`config.mk`:
```
export PLATFORM = sky130hd
export DESIGN_NAME = brp_fetch_redirect
export DESIGN_NICKNAME = d
export VERILOG_FILES = /design/src/rtl/brp_fetch_redirect.sv
export SDC_FILE = /design/constraint.sdc
export NUM_CORES = 1
export LEC_CHECK = 0
export CAP_MARGIN = 25
export CELL_PAD_IN_SITES_DETAIL_PLACEMENT = 1
export CELL_PAD_IN_SITES_GLOBAL_PLACEMENT = 2
export CORE_UTILIZATION = 23
export CTS_BUF_LIST = sky130_fd_sc_hd__clkbuf_4
export DETAILED_ROUTE_END_ITERATION = 10
export PLACE_DENSITY_LB_ADDON = 0.05
export SYNTH_ARGS = -nofsm -noshare
export SYNTH_HDL_FRONTEND = slang
export SYNTH_SLANG_ARGS = --single-unit
```
`constraint.sdc`:
```
create_clock -name clk -period 2.2 [get_ports clk]
set_input_delay 0.33 -clock clk [delete_from_list [all_inputs] [get_ports clk]]
set_output_delay 0.33 -clock clk [all_outputs]
set_load 0.01 [all_outputs]
```
`src/rtl/brp_fetch_redirect.sv`:
```
// Next-PC generator and fetch-redirect controller sitting in front of the branch predictor.
// Optional per-class redirect counters are enabled with the BRP_REDIRECT_STATS_EN macro.

package rv32i_brp_pkg;
    typedef struct packed {
        logic        prediction;
        logic        predicted;
        logic        jal;
        logic [31:0] brp_target;
        logic        mp_valid;
        logic        mispredicted;
        logic [31:0] brp_alt;
    } rv32i_brp_word;
endpackage

// state | meaning
// RUN   | normal fetch; redirects applied directly when fetch_ready
// HOLD  | fetch stalled with a redirect pending; pc_out frozen
// DRAIN | pc_valid held low for FLUSH_CYCLES after a mispredict/JALR redirect
module brp_fetch_redirect
    import rv32i_brp_pkg::*;
#(
    parameter logic [31:0] RESET_PC     = 32'h4000_0000,
    parameter int          FLUSH_CYCLES = 2
) (
    input  logic          clk,
    input  logic          rst,
    input  logic          fetch_ready,
    input  rv32i_brp_word brp_if,
    input  rv32i_brp_word brp_ex,
    input  logic          jalr_valid,
    input  logic [31:0]   jalr_target,
    output logic [31:0]   pc_out,
    output logic          pc_valid,
    output logic          flush
`ifdef BRP_REDIRECT_STATS_EN
    ,
    output logic [31:0]   stat_mispredict,
    output logic [31:0]   stat_jalr,
    output logic [31:0]   stat_taken
`endif
);

    typedef enum logic [1:0] {
        ST_RUN   = 2'd0,
        ST_HOLD  = 2'd1,
        ST_DRAIN = 2'd2
    } state_t;

    // Redirect class encoding doubles as priority: larger value wins.
    localparam logic [1:0] CLS_NONE = 2'd0;
    localparam logic [1:0] CLS_TK   = 2'd1;
    localparam logic [1:0] CLS_JR   = 2'd2;
    localparam logic [1:0] CLS_MP   = 2'd3;

    localparam logic [2:0] DRAIN_LOAD = 3'(FLUSH_CYCLES);

    state_t      r_state;
    logic [31:0] r_pc;
    logic        r_pc_valid;
    logic        r_flush;
    logic [1:0]  r_pend_cls;
    logic [31:0] r_pend_tgt;
    logic [2:0]  r_cnt;

    logic        w_mp;
    logic        w_jr;
    logic        w_tk;
    logic [31:0] w_pc_seq;
    logic [1:0]  w_src_cls;
    logic [31:0] w_src_raw;
    logic [31:0] w_src_tgt;
    logic        w_src_flush;
    logic        w_pend_take;
    logic [1:0]  w_eff_cls;
    logic [31:0] w_eff_tgt;
    logic        w_eff_flush;
    logic        w_unused;

    assign w_mp     = brp_ex.mp_valid && brp_ex.mispredicted;
    assign w_jr     = jalr_valid;
    assign w_tk     = brp_if.prediction && (brp_if.predicted || brp_if.jal);
    assign w_pc_seq = r_pc + 32'd4;

    always_comb begin
        w_src_cls = CLS_NONE;
        w_src_raw = w_pc_seq;
        if (w_mp) begin
            w_src_cls = CLS_MP;
            w_src_raw = brp_ex.brp_alt;
        end else if (w_jr) begin
            w_src_cls = CLS_JR;
            w_src_raw = jalr_target;
        end else if (w_tk) begin
            w_src_cls = CLS_TK;
            w_src_raw = brp_if.brp_target;
        end
    end

    assign w_src_tgt   = {w_src_raw[31:2], 2'b00};
    assign w_src_flush = (w_src_cls == CLS_MP) || (w_src_cls == CLS_JR);

    // In HOLD a new source replaces the pending one only at equal or higher priority.
    assign w_pend_take = (w_src_cls != CLS_NONE) && (w_src_cls >= r_pend_cls);
    assign w_eff_cls   = w_pend_take ? w_src_cls : r_pend_cls;
    assign w_eff_tgt   = w_pend_take ? w_src_tgt : r_pend_tgt;
    assign w_eff_flush = (w_eff_cls == CLS_MP) || (w_eff_cls == CLS_JR);

    // Record fields this block never looks at on each side.
    assign w_unused = ^{brp_ex.prediction, brp_ex.predicted, brp_ex.jal, brp_ex.brp_target,
                        brp_if.mp_valid, brp_if.mispredicted, brp_if.brp_alt};

    always_ff @(posedge clk or posedge rst) begin
        if (rst) begin
            r_state    <= ST_RUN;
            r_pc       <= RESET_PC;
            r_pc_valid <= 1'b0;
            r_flush    <= 1'b0;
            r_pend_cls <= CLS_NONE;
            r_pend_tgt <= '0;
            r_cnt      <= '0;
        end else begin
            r_flush <= 1'b0;
            case (r_state)
                ST_RUN: begin
                    r_pc_valid <= 1'b1;
                    if (fetch_ready) begin
                        r_pc <= w_src_tgt;
                        if (w_src_flush) begin
                            r_flush    <= 1'b1;
                            r_pc_valid <= 1'b0;
                            r_cnt      <= DRAIN_LOAD;
                            r_state    <= ST_DRAIN;
                        end
                    end else if (w_src_cls != CLS_NONE) begin
                        r_pend_cls <= w_src_cls;
                        r_pend_tgt <= w_src_tgt;
                        r_flush    <= w_src_flush;
                        r_state    <= ST_HOLD;
                    end
                end
                ST_HOLD: begin
                    r_flush <= w_pend_take && w_src_flush;
                    if (fetch_ready) begin
                        r_pc       <= w_eff_tgt;
                        r_pend_cls <= CLS_NONE;
                        r_pend_tgt <= '0;
                        if (w_eff_flush) begin
                            r_pc_valid <= 1'b0;
                            r_cnt      <= DRAIN_LOAD;
                            r_state    <= ST_DRAIN;
                        end else begin
                            r_state <= ST_RUN;
                        end
                    end else if (w_pend_take) begin
                        r_pend_cls <= w_src_cls;
                        r_pend_tgt <= w_src_tgt;
                    end
                end
                ST_DRAIN: begin
                    if (w_mp) begin
                        r_flush <= 1'b1;
                        r_cnt   <= DRAIN_LOAD;
                        if (fetch_ready) begin
                            r_pc <= w_src_tgt;
                        end else begin
                            r_pend_cls <= CLS_MP;
                            r_pend_tgt <= w_src_tgt;
                            r_state    <= ST_HOLD;
                        end
                    end else begin
                        if (fetch_ready) begin
                            r_pc <= w_pc_seq;
                        end
                        if (r_cnt == 3'd1) begin
                            r_pc_valid <= 1'b1;
                            r_state    <= ST_RUN;
                        end else begin
                            r_cnt <= r_cnt - 3'd1;
                        end
                    end
                end
                default: begin
                    r_state <= ST_RUN;
                end
            endcase
        end
    end

    assign pc_out   = r_pc;
    assign pc_valid = r_pc_valid;
    assign flush    = r_flush;

`ifdef BRP_REDIRECT_STATS_EN
    logic [1:0]  w_apply_cls;
    logic [31:0] r_stat_mp;
    logic [31:0] r_stat_jr;
    logic [31:0] r_stat_tk;

    // Class of the redirect that actually lands in pc_out this cycle.
    always_comb begin
        w_apply_cls = CLS_NONE;
        if (fetch_ready) begin
            case (r_state)
                ST_RUN:   w_apply_cls = w_src_cls;
                ST_HOLD:  w_apply_cls = w_eff_cls;
                ST_DRAIN: w_apply_cls = w_mp ? CLS_MP : CLS_NONE;
                default:  w_apply_cls = CLS_NONE;
            endcase
        end
    end

    always_ff @(posedge clk or posedge rst) begin
        if (rst) begin
            r_stat_mp <= '0;
            r_stat_jr <= '0;
            r_stat_tk <= '0;
        end else begin
            if (w_apply_cls == CLS_MP && r_stat_mp != 32'hFFFF_FFFF) r_stat_mp <= r_stat_mp + 32'd1;
            if (w_apply_cls == CLS_JR && r_stat_jr != 32'hFFFF_FFFF) r_stat_jr <= r_stat_jr + 32'd1;
            if (w_apply_cls == CLS_TK && r_stat_tk != 32'hFFFF_FFFF) r_stat_tk <= r_stat_tk + 32'd1;
        end
    end

    assign stat_mispredict = r_stat_mp;
    assign stat_jalr       = r_stat_jr;
    assign stat_taken      = r_stat_tk;
`endif

endmodule

```
==> results.json <==
{
  "fp.dieW_um": 163,
  "setup-violations-final": 0,
  "fin_setup_tns_ns": 0,
  "avgViaCountPerCell": 5.53,
  "clockBufferDepth": 2,
  "clock-sinks": 73,
  "avgRoutedWirePerCell_um": 24.8,
  "synthCells": 765,
  "synth.top_cell.area_share_pct": 30.2,
  "ir_drop_v": 0.000755,
  "skew_ns": 0.0227,
  "die_area_mm2": 0.0266,
  "io_pins": 208,
  "slew_viol_final": 0,
  "grt_pass1_wl_um": 51400,
  "synth_seq_area_share_pct": 30.6,
  "cp.buffers_inverters": 4,
  "numCtsBuffers": 9,
  "rows": 58,
  "gp_congestion": 0.830,
  "clkTransAtPathRegs_ns": 0.16,
  "grt_pass1_vias": 8367,
  "utilization_pct": 39.8,
  "vias": 7747,
  "htreeDepth": 3,
  "relSlewSlack_pct": 60.3,
  "combPwrFrac_pct": 70.9,
  "switchingPower_mw": 5.92,
  "worst_hold_slack_ns": 0.236,
  "synth_edf_count": 0,
  "die_h_um": 163,
  "nets": 1247,
  "worst_pin_slew_ns": 0.590,
  "synth_area_leaders": "dfrtp_1 (30%), o21ai_0 (6.4%), nand2_1 (5.9%)",
  "synth_xor_area_share_pct": 2.05,
  "worst-path-stages": 8,
  "ant_nets": 0,
  "ys_ff_latch": 73,
  "hpwlAfterDp_um": 26000,
  "syn_to_final_growth_pct": 69.0,
  "synthesis.area_mm2": 0.00597,
  "powerDensity_mw_per_mm2": 1270,
  "period_share_pct": 99.1,
  "critPathLaunchType": "flip-flop",
  "p_seq_share_pct": 19.7,
  "slowest_stage": "o41ai_4",
  "rr_worst_depth": 8,
  "path_class": "flip-flop to flip-flop",
  "insertion_delay_ns": 0.48,
  "synth_flop_cell": "dfrtp_1",
  "yosys.area_share.adder_pct": 1.89,
  "layout-drive-gt1-share_pct": 31.8,
  "hold_viol_final": 0,
  "placedCellCount": 1366,
  "p_int_mw": 6.91,
  "grt_start_max_net_pins": 74,
  "syn_avg_cell_area_um2": 7.80,
  "total_power_mw": 12.8,
  "cp_top_family": "compound AO/OA/AOI/OAI gates",
  "yosysUniqueCellTypes": 76,
  "core_area_mm2": 0.0253,
  "antenna_found_initial": 1,
  "hold_buffers": 0,
  "synthMuxAreaShare_pct": 1.24,
  "ys_async_sr_fraction_pct": 100,
  "cts_tree": "done",
  "synthSimpleGateAreaFrac_pct": 24.7,
  "swShare_pct": 46.1,
  "synth_compound_area_share_pct": 34.6,
  "crit_path_max_incr_delay_ns": 0.45,
  "endpoint": "r_pend_tgt[12]",
  "rsz0062_at_grt": "true",
  "rr_startpoint": "r_state[0]",
  "dr.pass1.iters": 4,
  "cts-root-buf": "clkbuf_4",
  "fillers": 2927,
  "cp_data_required_time_ns": 2.56,
  "synth_top_family_by_area": "compound AO/OA/AOI/OAI gates",
  "cp-end-kind": "flip-flop",
  "period_minus_slack_ns": 2.18,
  "hold_path.class": "input pin to asynchronous set/reset pin",
  "worst_ep_arrival_time_ns": 2.54,
  "critPathMaxFanout": 26,
  "stdcell_count": 1400,
  "start_util_pct": 23.6,
  "p_leak_nw": 4.09,
  "multi_input_area_mm2": 0.00441,
  "crit_top_cell": "buf_6",
  "startpoint": "r_state[0]",
  "rr_endpoint": "r_pend_tgt[12]",
  "drt-initial-drc-count": 487,
  "track_usage_pct": 26.2,
  "synth_warnings": 0,
  "drv_cap": 0,
  "r2r_setup_slack_ns": 0.02,
  "synth_top_cell_by_area": "dfrtp_1",
  "numPortBuffers": 132,
  "status": "complete, no violations",
  "drc": 0,
  "overflow": 0,
  "synth_fp_nets": 948,
  "seq_area_mm2": 0.00183,
  "routed_wl_um": 34700,
  "fmax_ghz": 0.459,
  "power.clock.fraction_pct": 9.4,
  "cp_cell_sequence": "buf_6 -> ha_4 -> buf_6 -> o41ai_4 -> buf_4 -> o21ai_4 -> buf_12 -> a22o_1"
}
[through the flow]
step | area (µm²) | setup WS, ns
finish | 10100 | 0.0205
global route | 10100 | -0.0479
CTS | 9620 | 0.00235
detailed placement | 9180 | -0.779
global placement | 9180 | -0.721
floorplan | 6150 | -0.190
[tightest hold or removal path: stages]
cell             delay [ns]
clkdlybuf4s50_1        0.41
inv_2                  0.07
buf_12                 0.36
[sequential cells by signal, indices dropped and copies added, names as in the netlist]
name        count
pc_valid        1
flush           1
r_pend_tgt     32
r_pend_cls      2
pc_out         32
r_cnt           3
r_state         2
[layout by cell type (no fill, tap or decap), types with 14 or more instances in the layout]
cell	count
buf_4	174
clkdlybuf4s50_1	126
nand2_1	89
o21ai_0	72
dfrtp_1	67
nor2_1	42
a21oi_1	38
nand3_1	29
buf_6	28
o211ai_1	22
nor3_1	20
a31oi_1	14
[cell usage after synthesis, drive strengths merged, types with 7 or more instances]
cell type,n
a22o,8
nand2b,13
clkbuf,48
nand4,10
nor2,50
inv,15
or3,9
a22oi,7
a32oi,9
o221ai,9
a211oi,10
dfrtp,72
xnor2,7
and3,11
o31ai,8
ha,9
o21ai,79
nor4,11
a31oi,15
nand3,35
buf,11
a221oi,10
and2,11
xor2,7
a21oi,44
nand2,94
nor3,23
o211ai,22
[final cells by class]
| cell class | instances | area share [%] |
|---|---|---|
| clock buffers | 9 | 0.670 |
| inverters | 16 | 0.595 |
| repair buffers | 347 | 31.6 |
| multi-input cells | 617 | 43.7 |
| clock inverters | 7 | 1.18 |
| flip-flops and latches | 73 | 18.2 |
| diodes | 1 | 0.0248 |
| well taps | 330 | 4.09 |
[repair_timing]
item                                    4_1_cts  5_1_grt
hold endpoints to repair                      0        0
buffers inserted                              9        8
gates resized for setup                      51       86
endpoints found under the setup margin       66       52
cloned                                        1        1
pin swaps                                    19       34
[per-layer routing]
layer | wire (µm) | up-vias | global-route usage [%]
li1 | - | 3540 | -
met1 | 15300 | 3919 | 33.6
met4 | 1160 | 0 | 9.73
met3 | 1560 | 57 | 2.84
met5 | 0 | - | 0
met2 | 16700 | 231 | 45.1
[power by group through the flow]
stage | clock network (mW) | logic [mW] | registers, mW
6_report | 1.21 | 9.10 | 2.53
5_1_grt | 1.29 | 9.71 | 2.60
4_1_cts | 1.24 | 8.45 | 2.48
3_5_place_dp | 0 | 7.99 | 2.49
3_3_place_gp | 0 | 7.79 | 2.46
2_1_floorplan | 0 | 3.58 | 2.53
[worst min path at each step]
stage                     cells past startpoint             end  slack [ns]
after detailed placement                      2  r_pend_tgt[22]        0.48
after CTS                                     3  r_pend_tgt[17]        0.25
after global routing                          3        pc_valid        0.27
after floorplan                               1  r_pend_tgt[23]        0.44
after global placement                        2   r_pend_tgt[4]        0.46
final                                         3   r_pend_tgt[5]        0.24
[cell families (layout without fill, tap and decap cells)]
logic type | Yosys count | in the layout
muxes | 7 | 7
DFF | 73 | 73
other | 0 | 1
xor gates and xnor gates | 14 | 14
AOI/OAI and AO/OA | 296 | 296
and+or+nand+nor | 291 | 291
adders and majority gates | 9 | 9
buffers and inverters | 75 | 379
No activity file was read; power rests on OpenSTA's default activity.
